$ cat config.mk
export PLATFORM = sky130hd
export DESIGN_NAME = dff_share_arbiter
export DESIGN_NICKNAME = d
export VERILOG_FILES = /design/src/rtl/dff_share_arbiter.sv
export SDC_FILE = /design/constraint.sdc
export NUM_CORES = 1
export LEC_CHECK = 0
export ABC_AREA = 1
export BUFFER_PORTS_ARGS = -buffer_cell sky130_fd_sc_hd__buf_2
export CELL_PAD_IN_SITES_DETAIL_PLACEMENT = 0
export CELL_PAD_IN_SITES_GLOBAL_PLACEMENT = 2
export CORE_AREA = 5 5 78 80
export DETAILED_ROUTE_END_ITERATION = 10
export DIE_AREA = 0 0 83 85
export GPL_TIMING_DRIVEN = 0
export HOLD_SLACK_MARGIN = 0.03
export PLACE_DENSITY_LB_ADDON = 0.2
export SETUP_SLACK_MARGIN = 0.3
export SLEW_MARGIN = 15
export SYNTH_ARGS = -nofsm -noshare
export SYNTH_HDL_FRONTEND = slang
export SYNTH_SLANG_ARGS = --single-unit
$ cat constraint.sdc
create_clock -name clk -period 4.1 [get_ports clk]
set_input_delay 0.615 -clock clk [delete_from_list [all_inputs] [get_ports clk]]
set_output_delay 0.615 -clock clk [all_outputs]
set_load 0.02 [all_outputs]
$ cat src/rtl/dff_share_arbiter.sv
// Round-robin arbiter and write sequencer for a shared WIDTH-bit register.
// Each transaction runs IDLE -> GRANT -> COMMIT. The winner's data is written
// into q, and priority then rotates to the requester after the winner.
module dff_share_arbiter #(
  parameter int unsigned N_REQ   = 4,
  parameter int unsigned WIDTH   = 8,
  parameter int unsigned OWNER_W = 2
) (
  input  logic                     clk,
  input  logic                     rst,
  input  logic [N_REQ-1:0]         req,
  input  logic [N_REQ*WIDTH-1:0]   wdata,
  output logic [N_REQ-1:0]         grant,
  output logic [N_REQ-1:0]         ack,
  output logic [WIDTH-1:0]         q,
  output logic                     q_valid,
  output logic [OWNER_W-1:0]       owner,
  output logic                     busy
);

  typedef enum logic [1:0] {
    ST_IDLE   = 2'd0,
    ST_GRANT  = 2'd1,
    ST_COMMIT = 2'd2
  } state_t;

  state_t               state_q;
  logic [OWNER_W-1:0]   ptr_q;
  logic [OWNER_W-1:0]   sel_q;
  logic [N_REQ-1:0]     grant_q;
  logic [N_REQ-1:0]     ack_q;
  logic [WIDTH-1:0]     data_q;
  logic                 valid_q;
  logic [OWNER_W-1:0]   owner_q;
  logic                 busy_q;

  logic [OWNER_W-1:0]   sel_d;
  logic [OWNER_W-1:0]   sel_hi;
  logic [OWNER_W-1:0]   sel_lo;
  logic                 found_hi;
  logic [OWNER_W-1:0]   ptr_d;
  logic [WIDTH-1:0]     wdata_sel_c;
  logic                 req_sel_c;

  // Rotating priority: lowest set index at or above ptr wins, else lowest overall.
  always_comb begin
    sel_hi   = '0;
    sel_lo   = '0;
    found_hi = 1'b0;
    for (int j = N_REQ - 1; j >= 0; j--) begin
      if (req[j]) begin
        sel_lo = OWNER_W'(j);
        if (OWNER_W'(j) >= ptr_q) begin
          sel_hi   = OWNER_W'(j);
          found_hi = 1'b1;
        end
      end
    end
    sel_d = found_hi ? sel_hi : sel_lo;
  end

  // Data slice and request bit of the latched winner.
  always_comb begin
    wdata_sel_c = '0;
    req_sel_c   = 1'b0;
    for (int j = 0; j < N_REQ; j++) begin
      if (OWNER_W'(j) == sel_q) begin
        wdata_sel_c = wdata[j*WIDTH +: WIDTH];
        req_sel_c   = req[j];
      end
    end
  end

  // The pointer wraps explicitly so that non-power-of-two N_REQ is handled.
  always_comb begin
    ptr_d = (sel_q == OWNER_W'(N_REQ - 1)) ? '0 : sel_q + OWNER_W'(1);
  end

  // Arbitration FSM with registered grant, ack, data and status outputs.
  always_ff @(posedge clk or posedge rst) begin
    if (rst) begin
      state_q <= ST_IDLE;
      ptr_q   <= '0;
      sel_q   <= '0;
      grant_q <= '0;
      ack_q   <= '0;
      data_q  <= '0;
      valid_q <= 1'b0;
      owner_q <= '0;
      busy_q  <= 1'b0;
    end else begin
      ack_q <= '0;
      case (state_q)
        ST_IDLE: begin
          if (|req) begin
            sel_q   <= sel_d;
            grant_q <= N_REQ'(1) << sel_d;
            busy_q  <= 1'b1;
            state_q <= ST_GRANT;
          end
        end
        ST_GRANT: begin
          if (req_sel_c) begin
            state_q <= ST_COMMIT;
          end else begin
            grant_q <= '0;
            busy_q  <= 1'b0;
            state_q <= ST_IDLE;
          end
        end
        ST_COMMIT: begin
          data_q  <= wdata_sel_c;
          valid_q <= 1'b1;
          owner_q <= sel_q;
          ack_q   <= N_REQ'(1) << sel_q;
          grant_q <= '0;
          ptr_q   <= ptr_d;
          busy_q  <= 1'b0;
          state_q <= ST_IDLE;
        end
        default: begin
          grant_q <= '0;
          busy_q  <= 1'b0;
          state_q <= ST_IDLE;
        end
      endcase
    end
  end

  assign grant   = grant_q;
  assign ack     = ack_q;
  assign q       = data_q;
  assign q_valid = valid_q;
  assign owner   = owner_q;
  assign busy    = busy_q;

endmodule

## Word level (Yosys, flattened, before mapping)

Cells that the tools add are included.

| storage, ports and cells | value |
|---|---|
| output and inout port bits | 20 |
| input bits | 38 |
| flip-flop bits (word level) | 26 |
| logic and storage cells | 69 |

| operators by class | value |
|---|---|
| shifts and indexed selects | 2 |
| muxes and demuxes | 40 |
| add/subtract/negate cells | 1 |
| magnitude comparators | 4 |
| equal/unequal tests | 8 |
| reduce and logical (&&, ||, !) cells | 5 |

Operator list:

| cell | count |
|---|---|
| 2-bit 2-to-1 mux | 16 |
| 8-bit 2-to-1 mux | 4 |
| 1-bit 2-to-1 mux | 14 |
| 4-bit 2-to-1 mux | 3 |
| 4-bit one-hot mux with 2 select lines | 1 |
| 1-bit by 2-bit << shifter with 4-bit output, first input constant | 2 |
| 2-bit == test, first input constant | 2 |
| 2-bit == test, second input constant | 2 |
| 1-bit by 2-bit >= comparator with 1-bit output, first input constant | 2 |
| 2-bit >= comparator, first input constant | 2 |
| 2-bit zero test | 2 |
| 2-bit != test, second input constant | 2 |
| 2-bit one-hot mux with 2 select lines | 1 |
| 2-bit AND reduction | 2 |
| 4-bit OR reduction | 1 |
| 2-bit by 1-bit adder with 2-bit output, second input constant | 1 |
| 1-bit by 2-bit == test with 1-bit output, first input constant | 1 |
| 2-bit by 1-bit == test with 1-bit output, second input constant | 1 |
| 1-bit one-hot mux with 2 select lines | 1 |

## Logic depth before layout (Yosys ltp)

| depth | value |
|---|---|
| word-level depth | 13 |
| gate-level depth with buffers | 11 |

## Worst setup path before layout

No wires, ideal clock.

| path | value |
|---|---|
| path kind | reg2reg |
| start point | register sel_q[0] |
| end point | register grant_q[2], in the netlist grant[2] |
| stages on the path, launching flop included | 10 |
| slack | 2752 ps |
| arrival | 1230 ps |
| clock period less this slack | 1348 ps |
| required time | 3982 ps |
| cells stage by stage | dfrtp_1 inv_1 ha_1 buf_4 a21oi_1 nand2_1 nand2_2 o21ai_2 nand2_1 nand2_1 |

| on the way | value |
|---|---|
| longest elaborated chain between the ends | 7 |
| elaborated cells on any way between the ends | 10 |
| those cells by class | 4 x eq/ne; 4 x mux; 2 x reduce/logical |

RTL lines:

| element | RTL line | text |
|---|---|---|
| start: declaration | 29 | `logic [OWNER_W-1:0] sel_q;` |
| start signal: assignment | 96 | `sel_q <= sel_d;` |
| 2-bit zero test | 67 | `if (OWNER_W'(j) == sel_q) begin` |
| 1-bit 2-to-1 mux (3 in series) | 67 |  |
| 1-bit 2-to-1 mux (*) | 67 |  |
| 2-bit != test (no source line) (*) | - |  |
| 2-bit AND reduction (no source line) (*) | - |  |
| end signal: assignment | 97 | `grant_q <= N_REQ'(1) << sel_d;` |
| end: declaration | 30 | `logic [N_REQ-1:0] grant_q;` |

Every way passes the cells marked *; elsewhere a longest branch is shown, timed or not.
A chain may end at the register's enable or synchronous reset.

## Worst setup path in the final report

| path | value |
|---|---|
| start point | register sel_q[0] |
| end point | register busy_q, in the netlist busy |

| on the way | value |
|---|---|
| longest elaborated chain between the ends | 7 |
| elaborated cells on any way between the ends | 10 |
| those cells by class | 4 x eq/ne; 4 x mux; 2 x reduce/logical |

RTL lines:

| element | RTL line | text |
|---|---|---|
| 2-bit zero test | 67 |  |
| 1-bit 2-to-1 mux (3 in series) | 67 |  |
| 1-bit 2-to-1 mux (*) | 67 |  |
| 2-bit != test (no source line) (*) | - |  |
| 2-bit AND reduction (no source line) (*) | - |  |
| end signal: assignment | 90 | `busy_q <= 1'b0;` |
| end signal: assignment | 98 | `busy_q <= 1'b1;` |
| end signal: assignment | 107 | `busy_q <= 1'b0;` |
| end: declaration | 35 | `logic busy_q;` |

Marked as above.

==> metrics.csv <==
stage,metric,value,unit
min_path,worstHoldPathType,input port to asynchronous set/reset pin,
clocking,clock_latency,270,ps
pwr,p_per_area,678,mW/mm^2
finish,seqCellArea,651,sq um
sta,skew,1.14,ps
pwr,power_frac_comb,52.6,%
pwr,leakagePower,0.993,nW
grt,grt_pass1_wl,6.90,mm
logic_synthesis,synthAdderAreaFrac,3.64,%
setup_path,crit_buf_inv,3,
drt,route.detailed.drc,0,
grt,first_global_vias,1411,
floorplan,die_h,85,um
drt,avgViaCountPerCell,4.23,
pwr,p_seq_share,33.6,%
sta,final.min_clock_period,1560,ps
drt,wl_per_cell,13.3,um
logic_synthesis,synth_xor_area_share,0,%
finish,most-common-layout-cells,"nand2_1, buf_2, dfrtp_1",
floorplan,die_x,83,um
logic_synthesis,syn_avg_cell_area,7.96,sq um
drt,vias,1294,
pwr,p_int,663,uW
setup_path,crit_path_top_delay_cell,dfrtp_1,
drt,drt-initial-drc-count,49,
drt,ant_nets,0,
sta,tightest_slew,956,ps
logic_synthesis,synth_mux_area_share,0,%
clocking,cts.htree.levels,1,
clocking,clockBufferDepth,2,
grt,grt_max_degree,27,
floorplan,coreArea,0.00534,sq mm
logic_synthesis,synthesis.nets,215,
logic_synthesis,synth-seq-area-share,47.3,%
sta,setup_viol,0,
grt,gr-total-overflow,0,
logic_synthesis,yosys.cell_types.count,22,
setup_path,cp.required,4310,ps
pwr,switching_share,45.9,%
sta,fin_ws,2540,ps
sta,slew_viol_final,0,
pwr,vdd_drop_max,0.284,mV
placement,dp_hpwl,3.20,mm
clocking,hold_buffers,0,
logic_synthesis,synth-compound-area-share,11.0,%
clocking,cts_made_buffers,3,
placement,detailedPlace.worstSlack,2490,ps
logic_synthesis,synthSimpleGateAreaFrac,30.1,%
finish,drive_above_1_share,31.6,%
logic_synthesis,synth_area,0.00138,sq mm
setup_path,crit_type,flip-flop to flip-flop,
setup_path,cp-end-kind,flip-flop,
clocking,clock_sink_count,26,
drt,dr.pass1.iters,4,
setup_path,path_delay_family,buffers and inverters,
finish,final_cells,306,
sta,grt_setup_unrepaired,false,
setup_path,cp.arrival,1780,ps
clocking,cts_resized,0,
setup_path,cp.depth,10,
clocking,cts_root_buf,clkbuf_8,
floorplan,start_util,25.8,%
placement,port_buffers,57,
logic_synthesis,synth_top_family_by_area,simple AND/OR/NAND/NOR gates,
logic_synthesis,yosysWarnings,0,
status,status,"finished, final reports clean",
logic_synthesis,synth-seq-cells,26,
finish,antenna_cells,0,
sta,fin_tns_setup,0,ps
setup_path,crit_chain,inv_1 -> ha_1 -> buf_4 -> inv_4 -> nand3_1 -> nand2_1 -> nand2_2 -> o21ai_2 -> nand2_1 -> nand2_1,
run,drv_cap,0,
setup_path,max_stage_delay,400,ps
pwr,netSwitchingPower,561,uW
sta,min_period_over_period,38.2,%
grt,grtUsageTotal,11.9,%
setup_path,cp_max_fo,10,
logic_synthesis,async_flop_share,100,%
setup_path,r2r-end,busy,
placement,placed_cells,302,
setup_path,rr_startpoint,sel_q[0],
finish,multi_input_area,616,sq um
clocking,cts_tree,done,
finish,synthToLayoutAreaGrowth,31.3,%
sta,slew_headroom,35.8,%
setup_path,worst-r2r-setup-slack,2540,ps
pwr,totalPowerFinal,1.22,mW
pwr,clockPowerShare,13.8,%
logic_synthesis,synth_edf_count,0,
sta,max_freq,0.639,GHz
setup_path,crit_top_cell,nand2_1,
logic_synthesis,syn_inst,173,
clocking,postCtsSetupBuffers,0,
grt,antenna_found_initial,0,
placement,place_congestion,0.720,
logic_synthesis,synth_top_flop_cell,dfrtp_1,
clocking,cts.clk_slew.worst_paths,90,ps
floorplan,rows,27,
finish,nets,277,
floorplan,dieArea,0.00706,sq mm
sta,hold_violations,0,
setup_path,ff2ff_path_depth,10,
floorplan,io_pins,58,
setup_path,cp-start-kind,flip-flop,
finish,final_common_cell,nand2_1,
finish,fill_cells,600,
drt,wl,4.06,mm
## routing by layer
layer	track usage, %	part of all wire [%]
met1	15.5	47
met2	19.8	47
met3	2.91	5.2
met4	3.12	1.1
met5	0	0
## stage by stage
| step | area (sq um) | hold slack, ps | utilization, % |
|---|---|---|---|
| floorplan | 1380 | 474 | - |
| global placement | 1750 | 451 | 32.8 |
| detailed placement | 1750 | 455 | 32.8 |
| CTS | 1810 | 479 | 33.8 |
| global route | 1810 | 495 | 33.8 |
| finish | 1810 | 430 | 33.8 |
## cell families after synthesis
kind of cell,count (synthesis)
flip-flops,26
buffers and inverters,22
AO/OA/AOI/OAI,25
adder cells (fa/ha/maj),4
AND/OR/NAND/NOR,96
## registers in the layout, indices dropped and copies added (netlist names)
signal and flops:
ack 4, busy 1, grant 4, owner 2, ptr_q 2, q 8
q_valid 1, sel_q 2, state_q 2
## worst max-delay path by stage
stage	startpoint	end
after floorplan	sel_q[0]	grant[2]
after global placement	rst	q[4]
after detailed placement	rst	q[4]
after CTS	sel_q[0]	grant[3]
after global routing	sel_q[0]	grant[2]
final	sel_q[0]	busy
## synth_stat cells (2+ instances only)
| cell | number | area [sq um] |
|---|---|---|
| nor2_4 | 2 | 22.5 |
| nand3_1 | 20 | 100 |
| inv_1 | 14 | 52.6 |
| dfrtp_1 | 26 | 651 |
| buf_6 | 2 | 22.5 |
| o211ai_1 | 8 | 60.1 |
| a21oi_1 | 11 | 55.1 |
| ha_1 | 4 | 50.1 |
| buf_4 | 2 | 15.0 |
| inv_4 | 2 | 12.5 |
| nor2_1 | 8 | 30.0 |
| o21ai_0 | 3 | 15.0 |
| nand2_1 | 61 | 229 |
| nand4_1 | 2 | 12.5 |
## power by group through the flow
stage / Clock, mW / Sequential, mW / Combinational (mW)
final: 0.169 / 0.412 / 0.644
after global routing: 0.185 / 0.428 / 0.728
after CTS: 0.178 / 0.414 / 0.662
after floorplan: 0 / 0.501 / 0.369
after global placement: 0 / 0.416 / 0.663
after detailed placement: 0 / 0.419 / 0.659
## worst reg2reg max path, cell delays in order (launching register included)
cell and delay (ps):
dfrtp_1 400, inv_1 110, ha_1 200, buf_4 180
inv_4 120, nand3_1 100, nand2_1 80, nand2_2 60
o21ai_2 110, nand2_1 80, nand2_1 70
## layout make-up
cell class | instances | area share [%]
Timing Repair Buffer | 57 | 15.8
Buffer | 4 | 2.08
Multi-Input combinational cell | 125 | 34.1
Inverter | 18 | 4.02
Clock buffer | 4 | 3.05
Sequential cell | 26 | 36.0
Tap cell | 72 | 4.99
(Power assumes the default switching activity.)
